`src/rtl/serial_feeder_pkg.sv`:
```
// Shared types and parameter limits for the serial word feeder.
package serial_feeder_pkg;

   typedef enum logic [1:0] {
      IDLE  = 2'b00,
      SHIFT = 2'b01,
      GAP   = 2'b10
   } state_e;

   localparam int unsigned WIDTH_MIN = 2;
   localparam int unsigned WIDTH_MAX = 32;
   localparam int unsigned GAP_MIN   = 0;
   localparam int unsigned GAP_MAX   = 15;
   localparam int unsigned GAP_CNT_W = 4;

endpackage

```
`src/rtl/serial_feeder_hold.sv`:
```
// One-word skid buffer ahead of the shifter; DIN_READY tracks the empty flag.
module serial_feeder_hold
   import serial_feeder_pkg::*;
#(
   parameter int unsigned WIDTH = 8
) (
   input  logic             clk_i,
   input  logic             rst_ni,
   input  logic             load_i,
   input  logic             drain_i,
   input  logic [WIDTH-1:0] data_i,
   output logic [WIDTH-1:0] data_o,
   output logic             full_o,
   output logic             ready_o
);

   logic [WIDTH-1:0] hold_q, hold_d;
   logic             full_q, full_d;
   logic             ready_q;

   always_comb begin
      hold_d = hold_q;
      full_d = full_q;
      if (load_i) begin
         hold_d = data_i;
         full_d = 1'b1;
      end else if (drain_i) begin
         full_d = 1'b0;
      end
   end

   // Ready stays low through reset and rises on the first edge out of it.
   always_ff @(posedge clk_i) begin
      if (!rst_ni) begin
         hold_q  <= '0;
         full_q  <= 1'b0;
         ready_q <= 1'b0;
      end else begin
         hold_q  <= hold_d;
         full_q  <= full_d;
         ready_q <= !full_d;
      end
   end

   assign data_o  = hold_q;
   assign full_o  = full_q;
   assign ready_o = ready_q;

endmodule

```
`src/rtl/serial_word_feeder.sv`:
```
// Parallel-to-serial feeder: accepts words on valid/ready, shifts them out MSB
// first with optional idle gap cycles between words.
module serial_word_feeder
   import serial_feeder_pkg::*;
#(
   parameter int unsigned WIDTH      = 8,
   parameter int unsigned GAP_CYCLES = 0
) (
   input  logic             CLK,
   input  logic             RST,
   input  logic [WIDTH-1:0] DIN,
   input  logic             DIN_VALID,
   output logic             DIN_READY,
   output logic             SOUT,
   output logic             SOUT_VALID,
   output logic             WORD_DONE,
   output logic             BUSY
);

   localparam int unsigned CNT_W = $clog2(WIDTH);
   localparam logic [CNT_W-1:0] CNT_LAST = CNT_W'(WIDTH - 1);
   localparam logic [GAP_CNT_W-1:0] GAP_LAST =
      (GAP_CYCLES > 0) ? GAP_CNT_W'(GAP_CYCLES - 1) : '0;

   if (WIDTH < WIDTH_MIN || WIDTH > WIDTH_MAX) begin : g_bad_width
      $error("serial_word_feeder: WIDTH out of range");
   end
   if (GAP_CYCLES < GAP_MIN || GAP_CYCLES > GAP_MAX) begin : g_bad_gap
      $error("serial_word_feeder: GAP_CYCLES out of range");
   end

   state_e                 state_q, state_d;
   logic [WIDTH-1:0]       shift_q, shift_d;
   logic [CNT_W-1:0]       cnt_q, cnt_d;
   logic [GAP_CNT_W-1:0]   gap_q, gap_d;
   logic                   sout_q, sout_d;
   logic                   sout_valid_q, sout_valid_d;
   logic                   word_done_q, word_done_d;
   logic                   busy_q, busy_d;

   logic [WIDTH-1:0]       hold_data;
   logic                   hold_full;
   logic                   xfer, free, drain, bypass, load_hold;

   serial_feeder_hold #(.WIDTH(WIDTH)) u_hold (
      .clk_i   (CLK),
      .rst_ni  (RST),
      .load_i  (load_hold),
      .drain_i (drain),
      .data_i  (DIN),
      .data_o  (hold_data),
      .full_o  (hold_full),
      .ready_o (DIN_READY)
   );

   always_ff @(posedge CLK) begin
      if (!RST) begin
         state_q      <= IDLE;
         shift_q      <= '0;
         cnt_q        <= '0;
         gap_q        <= '0;
         sout_q       <= 1'b0;
         sout_valid_q <= 1'b0;
         word_done_q  <= 1'b0;
         busy_q       <= 1'b0;
      end else begin
         state_q      <= state_d;
         shift_q      <= shift_d;
         cnt_q        <= cnt_d;
         gap_q        <= gap_d;
         sout_q       <= sout_d;
         sout_valid_q <= sout_valid_d;
         word_done_q  <= word_done_d;
         busy_q       <= busy_d;
      end
   end

   always_comb begin
      unique case (state_q)
         IDLE:    free = 1'b1;
         SHIFT:   free = (cnt_q == '0) && (GAP_CYCLES == 0);
         GAP:     free = (gap_q == '0);
         default: free = 1'b1;
      endcase

      xfer      = DIN_VALID && DIN_READY;
      drain     = free && hold_full;
      bypass    = free && !hold_full && xfer;
      load_hold = xfer && !bypass;

      state_d = state_q;
      shift_d = shift_q;
      cnt_d   = cnt_q;
      gap_d   = gap_q;

      if (drain || bypass) begin
         state_d = SHIFT;
         shift_d = drain ? hold_data : DIN;
         cnt_d   = CNT_LAST;
      end else begin
         unique case (state_q)
            SHIFT: begin
               if (cnt_q != '0) begin
                  shift_d = shift_q << 1;
                  cnt_d   = cnt_q - CNT_W'(1);
               end else if (GAP_CYCLES > 0) begin
                  state_d = GAP;
                  gap_d   = GAP_LAST;
               end else begin
                  state_d = IDLE;
               end
            end
            GAP: begin
               if (gap_q != '0) gap_d = gap_q - GAP_CNT_W'(1);
               else             state_d = IDLE;
            end
            default: state_d = IDLE;
         endcase
      end
   end

   // Outputs are computed from next state so they register in step with it.
   always_comb begin
      sout_valid_d = (state_d == SHIFT);
      sout_d       = sout_valid_d && shift_d[WIDTH-1];
      word_done_d  = sout_valid_d && (cnt_d == '0);
      busy_d       = (state_d != IDLE) || load_hold || (hold_full && !drain);
   end

   assign SOUT       = sout_q;
   assign SOUT_VALID = sout_valid_q;
   assign WORD_DONE  = word_done_q;
   assign BUSY       = busy_q;

endmodule

```
`config.mk`:
```
export PLATFORM = sky130hd
export DESIGN_NAME = serial_word_feeder
export DESIGN_NICKNAME = d
export VERILOG_FILES = /design/src/rtl/serial_feeder_pkg.sv /design/src/rtl/serial_feeder_hold.sv /design/src/rtl/serial_word_feeder.sv
export SDC_FILE = /design/constraint.sdc
export NUM_CORES = 1
export LEC_CHECK = 0
export ABC_AREA = 1
export BUFFER_PORTS_ARGS = -buffer_cell sky130_fd_sc_hd__buf_4
export CORE_MARGIN = 2
export CORE_UTILIZATION = 57
export DETAILED_ROUTE_END_ITERATION = 7
export MAX_ROUTING_LAYER = met4
export PLACE_DENSITY = 0.89
export SETUP_SLACK_MARGIN = 0.05
export SLEW_MARGIN = 20
export SYNTH_ARGS = -nofsm -noshare
export SYNTH_HDL_FRONTEND = slang
export SYNTH_SLANG_ARGS = --single-unit
```
`constraint.sdc`:
```
create_clock -name CLK -period 1.96 [get_ports CLK]
set_input_delay 0.098 -clock CLK [delete_from_list [all_inputs] [get_ports CLK]]
set_output_delay 0.098 -clock CLK [all_outputs]
set_load 0.02 [all_outputs]
```
==> results.md <==
- Final Hold Vio Count: 0
- Leakage: 0.797 nW
- Vias in the first global route: 1141
- Final WL: 2750 um
- N_diodes: 0
- Clock period minus worst slack: about 1.7 ns
- All-Layer GR Usage: between 15 and 20%
- Pre-CTS WS: 0.207 ns
- Slowest CP cell: dfxtp_1
- Via count: around 1300
- Async set-reset flop share out of synthesis: 0%
- CP endpoint: BUSY
- Post-synth top flop: dfxtp_1
- Post-CTS Resized: 0
- Die Y: approximately 55 um
- DR DRC count: 0
- Worst r2r dst: BUSY
- Critical-path cell list: inv_1 -> ha_1 -> inv_1 -> nand3_4 -> nand2_8 -> nand3_1 -> nand3b_1 -> nand2_1 -> inv_1
- Core Area: between 2000 and 2500 um2
- Fillcell total: 210
- Top post-synthesis cells by count: 43 x nand2_1, 31 x dfxtp_1, 23 x nor2_1
- Initial Util: 60.5%
- Worst r2r src: state_q[0]
- Status: finished clean
- Post-CTS setup buffer count: 0
- Period utilization: 88.1%
- Hold buffer count at cts: 0
- Synth area leaders: dfxtp_1 41%, nand2_1 11%, nor2_1 5.7%, inv_1 5.5%, nand3_1 5.0%
- GPL Wtd Cong: 0.794
- Worst setup path start: state_q[0]
- Cell Area, Synth: about 1500 um2
- Largest net degree at the start of global routing: 23
- CTS tree: done
- Syn-to-layout area delta: 12.3%
- CP endpoint kind: flop
- Post-route setup slack: between 0.2 and 0.25 ns
- WHS: 0.0160 ns
- Worst-Skew Late Latency: 0.32 ns
- Final Power: 0.00128 W
- Most frequent CP cell: inv_1
- Die area: 3080 um2
- Synthesized instance count: 201
- Final core occ: 67.9%
- Maximum clock insertion buffer count: 2
- Setup CP Type: reg -> reg
- Top-count cell post-synth: nand2_1
- Worst Path Buf+Inv: 3
- R2R setup slack: 0.23 ns
- Max Fclk: between 500 and 600 MHz
- Input/output buffers: 15
- # rows: 18
- Worst Reg2Reg Path Length in Cells: 9
- Die Span X: 55.5 um
- Synth warnings: 0
- Number of flops mapped to enable cells by yosys: 0
- Avg Inst Size Synth: 7.52 um2
- Met1 WL: 1280 um
- Inserted Clock Buffers: 5
- Initial antenna violation count: 0
- # Max-Cap Violations: 0
- Critical Path RT: 2.23 ns
- Overflow after GRT: 0
- Max FO, Critical Path: 22
- Post-DRT Antenna Nets: 0
- Startpoint types: flop
- Final net count: 234
- Unrepaired setup endpoints after global routing: false
- Critical path depth: 9
- Slew at the pin with the worst max-slew slack: 0.465 ns
- Sink Count: 31
- Worst rel slew slack: 68.9%
- Crit path max-delay family: simple AND/OR/NAND/NOR gates
- Drt initial violations: 36
- Clk slew on worst S/H paths: 0.09 ns
- Avg WL per Cell: 11.0 um
- First-pass GRT wire length: between 4000 and 5000 um
- Worst Hold Class: in -> reg
- DRT Pass-1 Iters: 4
- Max layer used: met4
- Routed wl met2: 1290 um
- Synth top area share: 41.1%
- Flops & latches, synth: 31
- Max IR drop VDD: 0.566 mV
- Cell Pwr Density: approximately 760 nW/um2
- Synthesized net count: 217
- Layout cell share with drive strength beyond 1: 17.4%
- Routed wl met3: around 120 um
- Max Transition Viols Final: 0
- Hold depth: 3
- Clock skew: 0.00545 ns
- Detailed Place HPWL: between 2000 and 2500 um
- Num ports: 16
- Clock Tree Root: clkbuf_4
- Vias per cell: between 5 and 6
- CP arrival: 2.00 ns
- Final setup vio count: 0
- Sequential element share of the synthesized area: about two fifths
- H-Tree Level Count: 2
- Synth unique cells: 28
- Setup TNS: 0 ns
- Synth area leader: dfxtp_1
- Slowest stage delay, CP: ~0.37 ns
cell families after synthesis:
logic type / count (synthesis) / share of synthesized area [%]
xor+xnor: 3 / 1.74
compound gates: 36 / 13.6
buf+inv: 31 / 9.93
fa+ha+maj: 5 / 4.14
flops: 31 / 41.1
simple gates: 95 / 29.6
worst register-to-register path: stages, from the launching register on:
cell,delay (ns)
dfxtp_1,0.37
inv_1,0.06
ha_1,0.30
inv_1,0.14
nand3_4,0.18
nand2_8,0.19
nand3_1,0.18
nand3b_1,0.16
nand2_1,0.06
inv_1,0.05
metrics by stage:
stage	cell area, um2	instances
3_3_place_gp	1620	241
6_report	1700	249
4_1_cts	1690	249
2_1_floorplan	1510	201
5_1_grt	1700	249
3_5_place_dp	1620	241
where the power goes:
group	leakage, nW	internal, W	switching, W
Sequential	0.253	0.000662	0.0000163
Clock	0.0386	0.000211	0.000201
Combinational	0.505	0.0000765	0.000114
Total	0.797	0.000950	0.000331
per-layer routing:
layer / up-vias / global-route usage (%)
met4: 0 / 8.36
met3: 6 / 5.85
met1: 568 / 23.2
met2: 22 / 31.8
met5: - / -
li1: 689 / -
state kept, by name, summed over array words and instances, names as in the netlist:
signal          flops
u_hold.ready_o      1
SOUT                1
u_hold.full_o       1
shift_q             8
WORD_DONE           1
state_q             2
BUSY                1
gap_q               4
cnt_q               3
SOUT_VALID          1
u_hold.data_o       8
final cells by class:
cell class	count	area [um2]	area share, %
well taps	30	37.5	2.21
multi-input cells	139	752	44.3
flip-flops and latches	31	621	36.6
clock buffers	8	68.8	4.06
repair buffers	17	128	7.52
inverters	24	90.1	5.31
placed cells by master (no fill, tap or decap):
cell / instances
nand2_8: 1
nand3b_4: 1
buf_4: 17
nand4_1: 2
ha_1: 5
inv_1: 22
clkbuf_8: 2
nand3_4: 1
nor2_2: 1
xor2_1: 3
nor2_1: 23
clkbuf_1: 1
dfxtp_1: 31
clkbuf_4: 5
nand2_2: 4
nor3_2: 1
nor3_1: 2
nand3_2: 1
nand2_1: 42
inv_2: 2
nand3b_1: 1
o21ai_0: 7
a31oi_1: 5
a21oi_2: 1
o2111ai_1: 1
o21ai_1: 8
a21oi_1: 13
o21ai_4: 1
nand3_1: 15
worst min path at each step:
stage,startpoint,end
after floorplan,RST,shift_q[1]
after global placement,DIN[6],u_hold.data_o[6]
after detailed placement,DIN[4],u_hold.data_o[4]
after CTS,DIN[3],u_hold.data_o[3]
after global routing,DIN[3],u_hold.data_o[3]
final,DIN[3],u_hold.data_o[3]
No activity file was read; power rests on OpenSTA's default activity.
